===== src/rtl/z80_bus_bridge.sv =====
// z80_bus_bridge: turns Z80 CPU bus cycles into single handshaked downstream
// transfers. The CPU pins are decoded on the rising CLK edge. The CPU is held
// with nWAIT until bus_ack arrives, and read data is then driven back to it.
// Optional feature macro: BUS_BRIDGE_TIMEOUT_EN. When it is defined, a transfer
// that gets no ack within TIMEOUT_CYCLES cycles completes with 8'hFF and a
// one-cycle bus_err pulse.
module z80_bus_bridge #(
  parameter int TIMEOUT_CYCLES = 255
) (
  input  logic        CLK,
  input  logic        nRESET,
  input  logic [15:0] A,
  input  logic [7:0]  d_from_cpu,
  output logic [7:0]  d_to_cpu,
  output logic        d_to_cpu_oe,
  input  logic        nM1,
  input  logic        nMREQ,
  input  logic        nIORQ,
  input  logic        nRD,
  input  logic        nWR,
  input  logic        nRFSH,
  output logic        nWAIT,
  output logic        bus_req,
  output logic        bus_we,
  output logic        bus_io,
  output logic        bus_inta,
  output logic [15:0] bus_addr,
  output logic [7:0]  bus_wdata,
  input  logic [7:0]  bus_rdata,
  input  logic        bus_ack,
  output logic        bus_err
);

  typedef enum logic [1:0] {IDLE, REQ, DONE} state_t;

  state_t      state_q, state_d;
  logic        bus_req_q, bus_req_d;
  logic        nwait_q, nwait_d;
  logic        oe_q, oe_d;
  logic        err_q, err_d;
  logic [7:0]  dout_q, dout_d;
  logic [15:0] addr_q, addr_d;
  logic [7:0]  wdata_q, wdata_d;
  logic        we_q, we_d;
  logic        io_q, io_d;
  logic        inta_q, inta_d;
  logic        rd_q, rd_d;

  logic mem_rd, mem_wr, io_rd, io_wr, inta, any_term;
  logic tmo;

  // Cycle-type decode. The pins feed the state flops directly, so each decode
  // result is only acted on at the rising edge. Refresh cycles are masked out.
  always_comb begin
    mem_rd   = !nMREQ && !nRD && nRFSH;
    mem_wr   = !nMREQ && !nWR && nRFSH;
    io_rd    = !nIORQ && !nRD && nM1;
    io_wr    = !nIORQ && !nWR && nM1;
    inta     = !nIORQ && !nM1;
    any_term = mem_rd || mem_wr || io_rd || io_wr || inta;
  end

`ifdef BUS_BRIDGE_TIMEOUT_EN
  localparam int CW = $clog2(TIMEOUT_CYCLES + 1);
  logic [CW-1:0] cnt_q, cnt_d;

  // Count REQ cycles without an ack. tmo fires on the last allowed cycle.
  always_comb begin
    tmo   = (state_q == REQ) && !bus_ack && (cnt_q == CW'(TIMEOUT_CYCLES - 1));
    cnt_d = '0;
    if (state_q == REQ && !bus_ack && !tmo) cnt_d = cnt_q + 1'b1;
  end

  // Timeout counter register. It is cleared in every state other than REQ.
  always_ff @(posedge CLK or negedge nRESET) begin
    if (!nRESET) cnt_q <= '0;
    else         cnt_q <= cnt_d;
  end
`else
  // With no timeout, REQ waits for ack indefinitely. The parameter has no effect in this build.
  assign tmo = 1'b0 && (TIMEOUT_CYCLES != 0);
`endif

  // Next-state logic and transfer latching. Outputs are derived from the next state so they come out registered.
  always_comb begin
    state_d = state_q;
    addr_d  = addr_q;
    wdata_d = wdata_q;
    we_d    = we_q;
    io_d    = io_q;
    inta_d  = inta_q;
    rd_d    = rd_q;
    dout_d  = dout_q;
    err_d   = 1'b0;
    case (state_q)
      IDLE: if (any_term) begin
        state_d = REQ;
        addr_d  = A;
        wdata_d = d_from_cpu;
        if (inta || io_rd || io_wr) begin
          // I/O space takes priority: INTA, then I/O read, then I/O write.
          io_d   = 1'b1;
          inta_d = inta;
          rd_d   = inta || io_rd;
          we_d   = !inta && !io_rd && io_wr;
        end else begin
          io_d   = 1'b0;
          inta_d = 1'b0;
          rd_d   = mem_rd;
          we_d   = !mem_rd;
        end
      end
      REQ: if (bus_ack) begin
        state_d = DONE;
        if (rd_q) dout_d = bus_rdata;
      end else if (tmo) begin
        state_d = DONE;
        dout_d  = 8'hFF;
        err_d   = 1'b1;
      end
      DONE: if (!any_term) state_d = IDLE;
      default: state_d = IDLE;
    endcase
    bus_req_d = (state_d == REQ);
    nwait_d   = (state_d != REQ);
    oe_d      = (state_d == DONE) && rd_d;
  end

  // State and registered outputs. Reset drops any transfer in progress immediately.
  always_ff @(posedge CLK or negedge nRESET) begin
    if (!nRESET) begin
      state_q   <= IDLE;
      bus_req_q <= 1'b0;
      nwait_q   <= 1'b1;
      oe_q      <= 1'b0;
      err_q     <= 1'b0;
      dout_q    <= 8'h00;
      addr_q    <= 16'h0000;
      wdata_q   <= 8'h00;
      we_q      <= 1'b0;
      io_q      <= 1'b0;
      inta_q    <= 1'b0;
      rd_q      <= 1'b0;
    end else begin
      state_q   <= state_d;
      bus_req_q <= bus_req_d;
      nwait_q   <= nwait_d;
      oe_q      <= oe_d;
      err_q     <= err_d;
      dout_q    <= dout_d;
      addr_q    <= addr_d;
      wdata_q   <= wdata_d;
      we_q      <= we_d;
      io_q      <= io_d;
      inta_q    <= inta_d;
      rd_q      <= rd_d;
    end
  end

  assign bus_req     = bus_req_q;
  assign nWAIT       = nwait_q;
  assign d_to_cpu_oe = oe_q;
  assign d_to_cpu    = dout_q;
  assign bus_err     = err_q;
  assign bus_addr    = addr_q;
  assign bus_wdata   = wdata_q;
  assign bus_we      = we_q;
  assign bus_io      = io_q;
  assign bus_inta    = inta_q;

endmodule

===== config.mk =====
export PLATFORM = sky130hd
export DESIGN_NAME = z80_bus_bridge
export DESIGN_NICKNAME = d
export VERILOG_FILES = /design/src/rtl/z80_bus_bridge.sv
export SDC_FILE = /design/constraint.sdc
export NUM_CORES = 1
export LEC_CHECK = 0
export BUFFER_PORTS_ARGS = -buffer_cell sky130_fd_sc_hd__buf_2
export CORE_MARGIN = 5
export CORE_UTILIZATION = 41
export CTS_CLUSTER_SIZE = 20
export DETAILED_ROUTE_END_ITERATION = 6
export MAX_ROUTING_LAYER = met4
export PLACE_DENSITY = 0.7
export SLEW_MARGIN = 20
export SYNTH_ARGS = -nofsm -noshare
export SYNTH_HDL_FRONTEND = slang
export SYNTH_SLANG_ARGS = --single-unit

===== constraint.sdc =====
create_clock -name CLK -period 1.6 [get_ports CLK]
set_input_delay 0.32 -clock CLK [delete_from_list [all_inputs] [get_ports CLK]]
set_output_delay 0.32 -clock CLK [all_outputs]
set_load 0.05 [all_outputs]

### Yosys cells after proc, flatten, opt, wreduce, memory -nomap -nowiden

Index checks and enable logic that the tools add are counted.

| word-level totals | value |
|---|---|
| flip-flop bits (word level) | 41 |
| input bits | 41 |
| output and inout port bits | 39 |
| word-level logic and storage cells | 55 |

| operators by class | value |
|---|---|
| equal/unequal tests | 5 |
| multiplexer cells | 10 |
| reductions and logical operators | 29 |

Operator list:

| cell | number |
|---|---|
| logical AND 1 bit | 12 |
| logical NOT 1 bit | 8 |
| logical OR 1 bit | 6 |
| two-way mux 1 bit | 6 |
| two-way mux 2 bit | 3 |
| case mux 2 bit (3 select lines) | 1 |
| == test 2 x 1 -> 1 bit (second input constant) | 2 |
| == test 2 bit (second input constant) | 2 |
| AND reduction 3 bit | 1 |
| logical NOT 2 bit | 1 |
| inequality test 2 x 1 -> 1 bit (second input constant) | 1 |
| AND reduction 2 bit | 1 |

### Longest topological paths before layout

Gate-level depths: netlist of run 1.

| depth | value |
|---|---|
| depth in word-level cells | 11 |
| depth in mapped cells | 7 |
| depth with buffers taken out | 4 |

### Worst setup path before layout of run 1

OpenSTA, ideal clock, no wires.

| timing | value |
|---|---|
| path kind | reg2reg |
| from | register state_q[1] |
| to | register addr_q[0], in the netlist bus_addr[0] |
| setup time | 125 ps |
| data arrival time | 1,592 ps |
| data required time | 1,475 ps |
| slack | -117 ps |
| stages on the path, launching flop included | 8 |
| path buffers | 3 |
| clock period less this slack | 1,717 ps |
| cell sequence | dfrtp_1 > buf_6 > a211o_1 > a21o_1 > nor2b_4 > buf_6 > buf_12 > mux2_4 |

| between the ends | value |
|---|---|
| longest elaborated chain between the ends | 2 |

RTL lines:

| item | line | RTL |
|---|---|---|
| start: declaration | 36 | `state_t state_q, state_d;` |
| start signal: assignment | 145 | `state_q <= state_d;` |
| logical NOT 2 bit | 95 | `case (state_q)` |
| AND reduction 2 bit (no source line) | n/a |  |
| end signal: assignment | 151 | `addr_q <= addr_d;` |
| end: declaration | 42 | `logic [15:0] addr_q, addr_d;` |

Every way passes these cells.
A chain may end at the register's enable or synchronous reset.

### Final worst setup path of run 1

| timing | value |
|---|---|
| from | register state_q[0] |
| to | register wdata_q[1], in the netlist bus_wdata[1] |

| between the ends | value |
|---|---|
| longest elaborated chain between the ends | 2 |

RTL lines:

| item | line | RTL |
|---|---|---|
| logical NOT 2 bit | 95 |  |
| AND reduction 2 bit (no source line) | n/a |  |
| end signal: assignment | 152 | `wdata_q <= wdata_d;` |
| end: declaration | 43 | `logic [7:0] wdata_q, wdata_d;` |

Every way passes these cells.

==> impl_metrics.yaml, run 1 <==
route:
  dr.first_iter.drc_count: 35
  vias: 1217
  wirelength_um: 3960
  wl_per_cell_um: 15.5
  routed_via_density: 4.75
  antenna_left: 0
  drc_errors: 0
  drt_pass1_iterations: 2
logic_synthesis:
  synth_nets: 149
  synth_top_area_share_pct: 58.1
  synth_cell_types: 27
  yosysMostFrequentCell: "dfrtp_1"
  ys_seq_area_share_pct: 59.7
  synth_ff_type: "dfrtp_1"
  syn_avg_cell_area_um2: 15.9
  synth-async-reset-ratio_pct: 100
  synthTopCellsByArea: "dfrtp_1 58%, mux2_4 17%, mux2_2 7.8%"
  synth_edf_count: 0
  ys_warn_count: 0
  synthTopCellsByCount: "40 x dfrtp_1, 20 x mux2_4, 12 x mux2_2"
  synth-seq-cells: 41
  synth_cells: 108
  netlist_area_mm2: 0.00172
  synth_top_cell_by_area: "dfrtp_1"
global_routing:
  grt_remaining_overflow: 0
  track_usage_pct: 16.0
  grt_max_degree: 28
  grt_pass1_wl_um: 6400
  grt_pass1_vias: 1393
  antenna_found_initial: 0
setup_path:
  critPathLaunchType: "flip-flop"
  r2r_start: "state_q[0]"
  r2r_slack_ns: 0.04
  crit_end: "bus_wdata[1]"
  reg2reg_to: "bus_wdata[1]"
  crit_fanout: 12
  end_kind: "flip-flop"
  crit_path_start: "state_q[0]"
  reg2reg_depth: 5
  path_class: "flip-flop to flip-flop"
  cp_data_required_time_ns: 1.77
  cp.arrival_ns: 1.73
place:
  gp_congestion: 0.739
  dp_hpwl_um: 3020
  port_buffers: 78
layout:
  drive_gt1_share_pct: 66.5
  fillers: 360
  area_delta_synth_final_pct: 38.3
  final_util_pct: 59.1
  diodes: 0
  finalNetCount: 246
hold_path:
  hold_path_class: "input port to flip-flop"
sta:
  post-route-period-util_pct: 97.5
  clock_skew_ns: 0.00524
  clock.fmax_mhz: 641
  finalHoldViolCount: 0
  setup_viol: 0
  final_max_slew_viol_count: 0
  fin_crit_ns: 1.56
clocking:
  cts_tree: "done"
  clk_latency_ns: 0.28
  clk_pin_slew_worst_paths_ns: 0.07
  root_buffer: "clkbuf_8"
  clkSinkCount: 41
  h-tree-depth: 2
  cts_made_buffers: 5
  clk_path_buf_depth: 2
die:
  rows: 23
  core_area_mm2: 0.00403
  die_w_um: 74.8
  io_pins: 80
  fp.dieH_um: 74.8
  initial_utilization_pct: 42.7
  die_area_mm2: 0.00560
run_status:
  status: "complete, no violations"
run:
  maxCapViolCount: 0
-- state kept, by name (all words and copies together), names as in the netlist, 2 cells and up --
name	flops
bus_addr	16
bus_wdata	8
d_to_cpu	8
state_q	2
-- placed cells by master, fill, tap and decap left out, drive strengths merged --
| cell | count |
|---|---|
| nand2 | 3 |
| dfrtp | 40 |
| nor3 | 1 |
| a211o | 2 |
| buf | 94 |
| mux2 | 32 |
| nor4 | 1 |
| clkbuf | 8 |
| nor2b | 3 |
| or3 | 1 |
| o21ai | 3 |
| dfstp | 1 |
| o211a | 1 |
| a21oi | 3 |
| nand2b | 2 |
| inv | 3 |
| a211oi | 1 |
| a21o | 2 |
| conb | 1 |
| a41oi | 1 |
| o21a | 1 |
| mux2i | 1 |
| dlygate4sd3 | 1 |
-- per-stage QoR --
step	setup TNS [ns]	hold WS [ns]	cells	setup WS, ns	cell area [µm²]
6_report	0	0.264	256	0.0399	2380
5_1_grt	-0.00799	0.252	256	-0.00667	2380
4_1_cts	-0.00723	0.256	253	-0.00713	2330
3_5_place_dp	-7.63	0.260	241	-0.340	2200
3_3_place_gp	-6.64	0.242	241	-0.288	2200
2_1_floorplan	-1.44	0.0244	108	-0.0718	1730
-- critical path, stage by stage (launching register included) --
cell and delay (ns):
dfrtp_1 0.39, a211o_1 0.26, a21o_1 0.20, nor2b_4 0.15
buf_12 0.14, mux2_4 0.30
-- layout make-up --
type                            instances  area, µm²  share of cell area (%)
Tap cell                               50       62.6                    2.63
Clock buffer                            8       80.1                    3.36
Timing Repair Buffer                   95        558                    23.4
Multi-Input combinational cell         59        642                    27.0
Sequential cell                        41       1030                    43.1
Inverter                                3       11.3                   0.473
-- cells by family after synthesis --
group | after synthesis | synth area share, %
AOI/OAI and AO/OA | 14 | 5.67
muxes | 33 | 25.9
and+or+nand+nor | 10 | 3.63
buffers and inverters | 9 | 4.94
DFF | 41 | 59.7
other | 1 | 0.218
-- routing by layer --
metal / part of all wire, % / global-route usage [%] / up-vias
met5: 0 / - / -
met4: 1.7 / 5.14 / 0
met3: 7.2 / 4.54 / 8
met2: 52 / 26.6 / 47
met1: 39 / 18.7 / 595
li1: - / - / 567
-- worst min path at each step --
| stage | startpoint | to | cells past startpoint |
|---|---|---|---|
| after floorplan | nRESET | bus_addr[0] | 0 |
| after global placement | nRESET | bus_req | 1 |
| after detailed placement | nRESET | bus_req | 1 |
| after CTS | d_from_cpu[0] | bus_wdata[0] | 2 |
| after global routing | d_from_cpu[0] | bus_wdata[0] | 2 |
| final | d_from_cpu[0] | bus_wdata[0] | 2 |
-- timing repair --
item / 4_1_cts / 5_1_grt
gates resized for setup: 3 / 0
cloned: 1 / 0
endpoints found under the setup margin: 32 / 31
pin swaps: 1 / 2
hold buffers: 1 / 0
setup buffers: 2 / 3
endpoints found under the hold margin: 13 / 0
Power of run 1 is left out: the tool's default activity adds up to more than one toggle a clock period on the data nets, which glitch-free logic cannot reach.
==> run 2: changes to the inputs <==
--- a/config.mk
+++ b/config.mk
@@ -8,10 +8,12 @@
 export BUFFER_PORTS_ARGS = -buffer_cell sky130_fd_sc_hd__buf_2
 export CORE_MARGIN = 5
 export CORE_UTILIZATION = 41
+export CTS_CLUSTER_DIAMETER = 200
 export CTS_CLUSTER_SIZE = 20
 export DETAILED_ROUTE_END_ITERATION = 6
 export MAX_ROUTING_LAYER = met4
 export PLACE_DENSITY = 0.7
+export REMOVE_ABC_BUFFERS = 1
 export SLEW_MARGIN = 20
 export SYNTH_ARGS = -nofsm -noshare
 export SYNTH_HDL_FRONTEND = slang
==> run 2 against run 1 <==
First-iteration DRC count grew 49%. Core utilization shrank 0.22 points. Highest routed layer unchanged. Die area is the same. Worst setup slack lost 0.0024 ns. Worst hold slack gained 0.0025 ns. Critical path type unchanged. Non-clock buffer count shrank 1. Sequential share of layout area grew 0.16 points. Largest cell class unchanged.
==> impl_metrics.yaml, run 2 (synthesis gave the netlist of run 1 again) <==
die:
  initial_utilization_pct: 42.7
  core_area_mm2: 0.00403
  fp.dieH_um: 74.8
  die_area_mm2: 0.00560
  io_pins: 80
  die_w_um: 74.8
  rows: 23
route:
  antenna_left: 0
  vias: 1203
  drt_pass1_iterations: 3
  wirelength_um: 3860
  wl_per_cell_um: 15.1
  drc_errors: 0
  dr.first_iter.drc_count: 52
  routed_via_density: 4.72
global_routing:
  grt_pass1_vias: 1328
  track_usage_pct: 15.1
  grt_remaining_overflow: 0
  grt_pass1_wl_um: 6250
  grt_max_degree: 19
  antenna_found_initial: 0
setup_path:
  crit_end: "bus_addr[0]"
  crit_fanout: 8
  end_kind: "flip-flop"
  reg2reg_depth: 5
  cp.arrival_ns: 1.72
  critPathLaunchType: "flip-flop"
  reg2reg_to: "bus_addr[0]"
  r2r_start: "state_q[1]"
  crit_path_start: "state_q[1]"
  r2r_slack_ns: 0.04
  cp_data_required_time_ns: 1.76
  path_class: "flip-flop to flip-flop"
clocking:
  h-tree-depth: 2
  clk_latency_ns: 0.28
  cts_tree: "done"
  root_buffer: "clkbuf_8"
  clk_path_buf_depth: 2
  clkSinkCount: 41
  cts_made_buffers: 5
  clk_pin_slew_worst_paths_ns: 0.07
sta:
  clock_skew_ns: 0.00585
  clock.fmax_mhz: 640
  final_max_slew_viol_count: 0
  finalHoldViolCount: 0
  post-route-period-util_pct: 97.7
  rsz0062_at_grt: "no"
  setup_viol: 0
  fin_crit_ns: 1.56
layout:
  mostFrequentLayoutCell: "buf_2"
  finish.instance_area_mm2: 0.00237
  largest_reg_flops: 16
  final_cell_mix: "78 x buf_2, 40 x dfrtp_1, 20 x mux2_4"
  area_delta_synth_final_pct: 37.8
  finalNetCount: 245
  drive_gt1_share_pct: 66.3
  diodes: 0
run:
  maxCapViolCount: 0
hold_path:
  hold_path_class: "input port to flip-flop"
place:
  dp_hpwl_um: 3020
  port_buffers: 78
  place_area_mm2: 0.00218
  gp_congestion: 0.785
run_status:
  status: "complete, no violations"
[run 2: changes by cell type in the layout (fill, tap and decap cells not counted), sizes merged]
cell  change
buf       -1
[run 2: timing repair]
action	in CTS	in global routing
gates cloned	1	0
hold buffers	1	0
buffers inserted	4	0
resized for setup	2	1
endpoints found under the hold margin	13	0
setup endpoints to repair	32	2
pin swaps	0	0
[run 2: metal layers]
metal / wire (µm) / up-vias / track usage (%)
met4: 37 / 0 / 3.75
met3: 242 / 4 / 3.87
li1: - / 571 / -
met5: 0 / - / -
met1: 1530 / 583 / 18.8
met2: 2050 / 45 / 24.8
[run 2: cell type report]
cell class | instances | area [µm²]
Inverter | 3 | 11.3
Fill cell | 329 | 1660
Timing Repair Buffer | 94 | 554
Clock buffer | 8 | 90.1
Sequential cell | 41 | 1030
Tap cell | 50 | 62.6
Multi-Input combinational cell | 59 | 627
[run 2: worst max-delay path: stages, from the launching register on]
cell,delay [ns]
dfrtp_1,0.41
a211o_1,0.27
a21o_1,0.18
nor2b_4,0.14
buf_12,0.14
mux2_4,0.30
[run 2: worst min path at each step]
| stage | cells past startpoint | from | to |
|---|---|---|---|
| after global placement | 1 | nRESET | bus_wdata[5] |
| after global routing | 2 | d_from_cpu[4] | bus_wdata[4] |
| final | 2 | d_from_cpu[0] | bus_wdata[0] |
| after detailed placement | 1 | nRESET | bus_wdata[5] |
| after CTS | 2 | d_from_cpu[0] | bus_wdata[0] |
| after floorplan | 0 | nRESET | bus_addr[0] |
[run 2: stage by stage]
| step | hold WS (ns) | util, % | cells | setup slack (ns) | TNS [ns] |
|---|---|---|---|---|---|
| after floorplan | 0.0244 | - | 102 | -0.215 | -4.07 |
| after global placement | 0.220 | 54.2 | 241 | -0.270 | -5.32 |
| after detailed placement | 0.240 | 54.2 | 241 | -0.375 | -7.45 |
| after CTS | 0.257 | 58.8 | 255 | 0.00946 | 0 |
| after global routing | 0.256 | 58.9 | 255 | 0.000711 | 0 |
| final | 0.267 | 58.9 | 255 | 0.0375 | 0 |
Power of run 2 is left out for the same reason.
==> run 3: changes to the inputs <==
--- a/config.mk
+++ b/config.mk
@@ -6,13 +6,15 @@
 export NUM_CORES = 1
 export LEC_CHECK = 0
 export BUFFER_PORTS_ARGS = -buffer_cell sky130_fd_sc_hd__buf_2
+export CELL_PAD_IN_SITES_DETAIL_PLACEMENT = 1
+export CELL_PAD_IN_SITES_GLOBAL_PLACEMENT = 2
 export CORE_MARGIN = 5
-export CORE_UTILIZATION = 41
+export CORE_UTILIZATION = 27
 export CTS_CLUSTER_DIAMETER = 200
 export CTS_CLUSTER_SIZE = 20
 export DETAILED_ROUTE_END_ITERATION = 6
 export MAX_ROUTING_LAYER = met4
-export PLACE_DENSITY = 0.7
+export PLACE_DENSITY = 0.72
 export REMOVE_ABC_BUFFERS = 1
 export SLEW_MARGIN = 20
 export SYNTH_ARGS = -nofsm -noshare
==> run 3 against run 2 <==
Clock skew is essentially flat. Clock-buffer cell count fell by 2. Worst setup slack got worse by 0.036 ns. Wire length up 8.8%. Sequential share of layout area is 1.2 points lower. Global-route usage down 4.4 points.
==> impl_metrics.yaml, run 3 (synthesis gave the netlist of run 1 again) <==
run_status:
  status: "complete, no violations"
die:
  fp.dieH_um: 89.9
  initial_utilization_pct: 27.4
  die_area_mm2: 0.00807
  rows: 29
  die_w_um: 89.9
  io_pins: 80
  core_area_mm2: 0.00628
global_routing:
  met1_usage_pct: 13.0
  grt_pass1_vias: 1410
  track_usage_pct: 10.7
  grtUsageMet2_pct: 17.0
  antenna_found_initial: 0
  grt_remaining_overflow: 0
  top_usage_layer: "met2"
  grt_pass1_wl_um: 6840
  grt_max_degree: 26
  grt_use_met3_pct: 3.84
setup_path:
  crit_path_top_delay_cell: "dfrtp_1"
  critPathLaunchType: "flip-flop"
  cp_top_family: "compound AO/OA/AOI/OAI gates"
  cp_data_required_time_ns: 1.78
  crit_path_cell_trace: "a211o_1, a21o_1, nor2b_4, buf_12, mux2_4"
  r2r_slack_ns: 0.002
  reg2reg_depth: 5
  reg2reg_to: "bus_wdata[7]"
  path_buf_inv: 1
  slowest_delay_ns: 0.42
  path_class: "flip-flop to flip-flop"
  r2r_start: "state_q[1]"
  crit_fanout: 12
  end_kind: "flip-flop"
  cp.arrival_ns: 1.77
route:
  vias: 1227
  drt_pass1_iterations: 3
  drc_errors: 0
  wl_per_cell_um: 14.8
  wirelength_um: 4200
  antenna_left: 0
  dr.first_iter.drc_count: 32
  routed_via_density: 4.34
place:
  gp_congestion: 0.765
  port_buffers: 78
  dp_hpwl_um: 3210
layout:
  fillers: 699
  mostFrequentLayoutCell: "buf_2"
  finalNetCount: 246
  area_delta_synth_final_pct: 41.6
  final_cell_mix: "78 x buf_2, 40 x dfrtp_1, 20 x mux2_4"
  largest_reg_flops: 16
  drive_gt1_share_pct: 67.5
  diodes: 0
clocking:
  clk_pin_slew_worst_paths_ns: 0.08
  h-tree-depth: 2
  root_buffer: "clkbuf_8"
  cts_made_buffers: 5
  cts_tree: "done"
  clk_latency_ns: 0.29
  clk_path_buf_depth: 2
  clkSinkCount: 41
hold_path:
  min_path_cells: 2
  min_to: "bus_addr[2]"
  min_from: "A[2]"
  hold_path_class: "input port to flip-flop"
run:
  maxCapViolCount: 0
sta:
  fin_crit_ns: 1.60
  finalHoldViolCount: 0
  final_max_slew_viol_count: 0
  clock.fmax_mhz: 626
  rsz0062_at_grt: "yes"
  clock_skew_ns: 0.00629
  hold_slack_ns: 0.256
  post-route-period-util_pct: 99.9
  setup_viol: 0
==> run 3: changes by cell type in the layout (fill, tap and decap cells not counted), sizes merged <==
cell / delta
buf: +1
bufinv: +1
clkbuf: -2
clkinvlp: +1
==> run 3: timing repair <==
| item | CTS | global route |
|---|---|---|
| hold buffers | 1 | 0 |
| setup endpoints to repair | 32 | 24 |
| gates resized for setup | 4 | 1 |
| hold endpoints to repair | 15 | 0 |
| buffers inserted | 4 | 2 |
| gates cloned | 1 | 0 |
| pin swaps | 0 | 1 |
==> run 3: how the worst max path moves through the flow <==
stage                from      endpoint  slack, ns  cells past startpoint
6_report       state_q[1]  bus_wdata[7]      0.002                      5
5_1_grt        state_q[1]  bus_wdata[7]      -0.05                      5
4_1_cts        state_q[1]  bus_wdata[7]     -0.009                      5
3_5_place_dp        nMREQ  bus_addr[12]      -0.35                      5
3_3_place_gp        nMREQ  bus_addr[13]      -0.32                      5
2_1_floorplan  state_q[1]  bus_addr[10]      -0.21                      4
==> run 3: area by class of cell <==
cell class / instances / area (µm²) / area share, %
Clock buffer: 6 / 82.6 / 3.39
Clock inverter: 2 / 37.5 / 1.54
Inverter: 3 / 11.3 / 0.462
Multi-Input combinational cell: 59 / 627 / 25.7
Sequential cell: 41 / 1030 / 42.1
Tap cell: 77 / 96.3 / 3.95
Timing Repair Buffer: 95 / 557 / 22.8
==> run 3: metrics by stage <==
step / TNS (ns) / setup WS (ns) / area, µm² / cells / utilization [%]
2_1_floorplan: -4.07 / -0.215 / 1650 / 102 / -
3_3_place_gp: -6.59 / -0.318 / 2230 / 268 / 35.5
3_5_place_dp: -7.31 / -0.351 / 2230 / 268 / 35.5
4_1_cts: -0.0125 / -0.00884 / 2430 / 282 / 38.7
5_1_grt: -0.700 / -0.0508 / 2440 / 283 / 38.8
6_report: 0 / 0.00195 / 2440 / 283 / 38.8
==> run 3: layer usage <==
metal	part of all wire [%]	vias to the layer above
li1	-	568
met1	45	600
met2	48	55
met3	6.3	4
met4	0.60	0
met5	0	-
Power of run 3 is left out for the same reason.
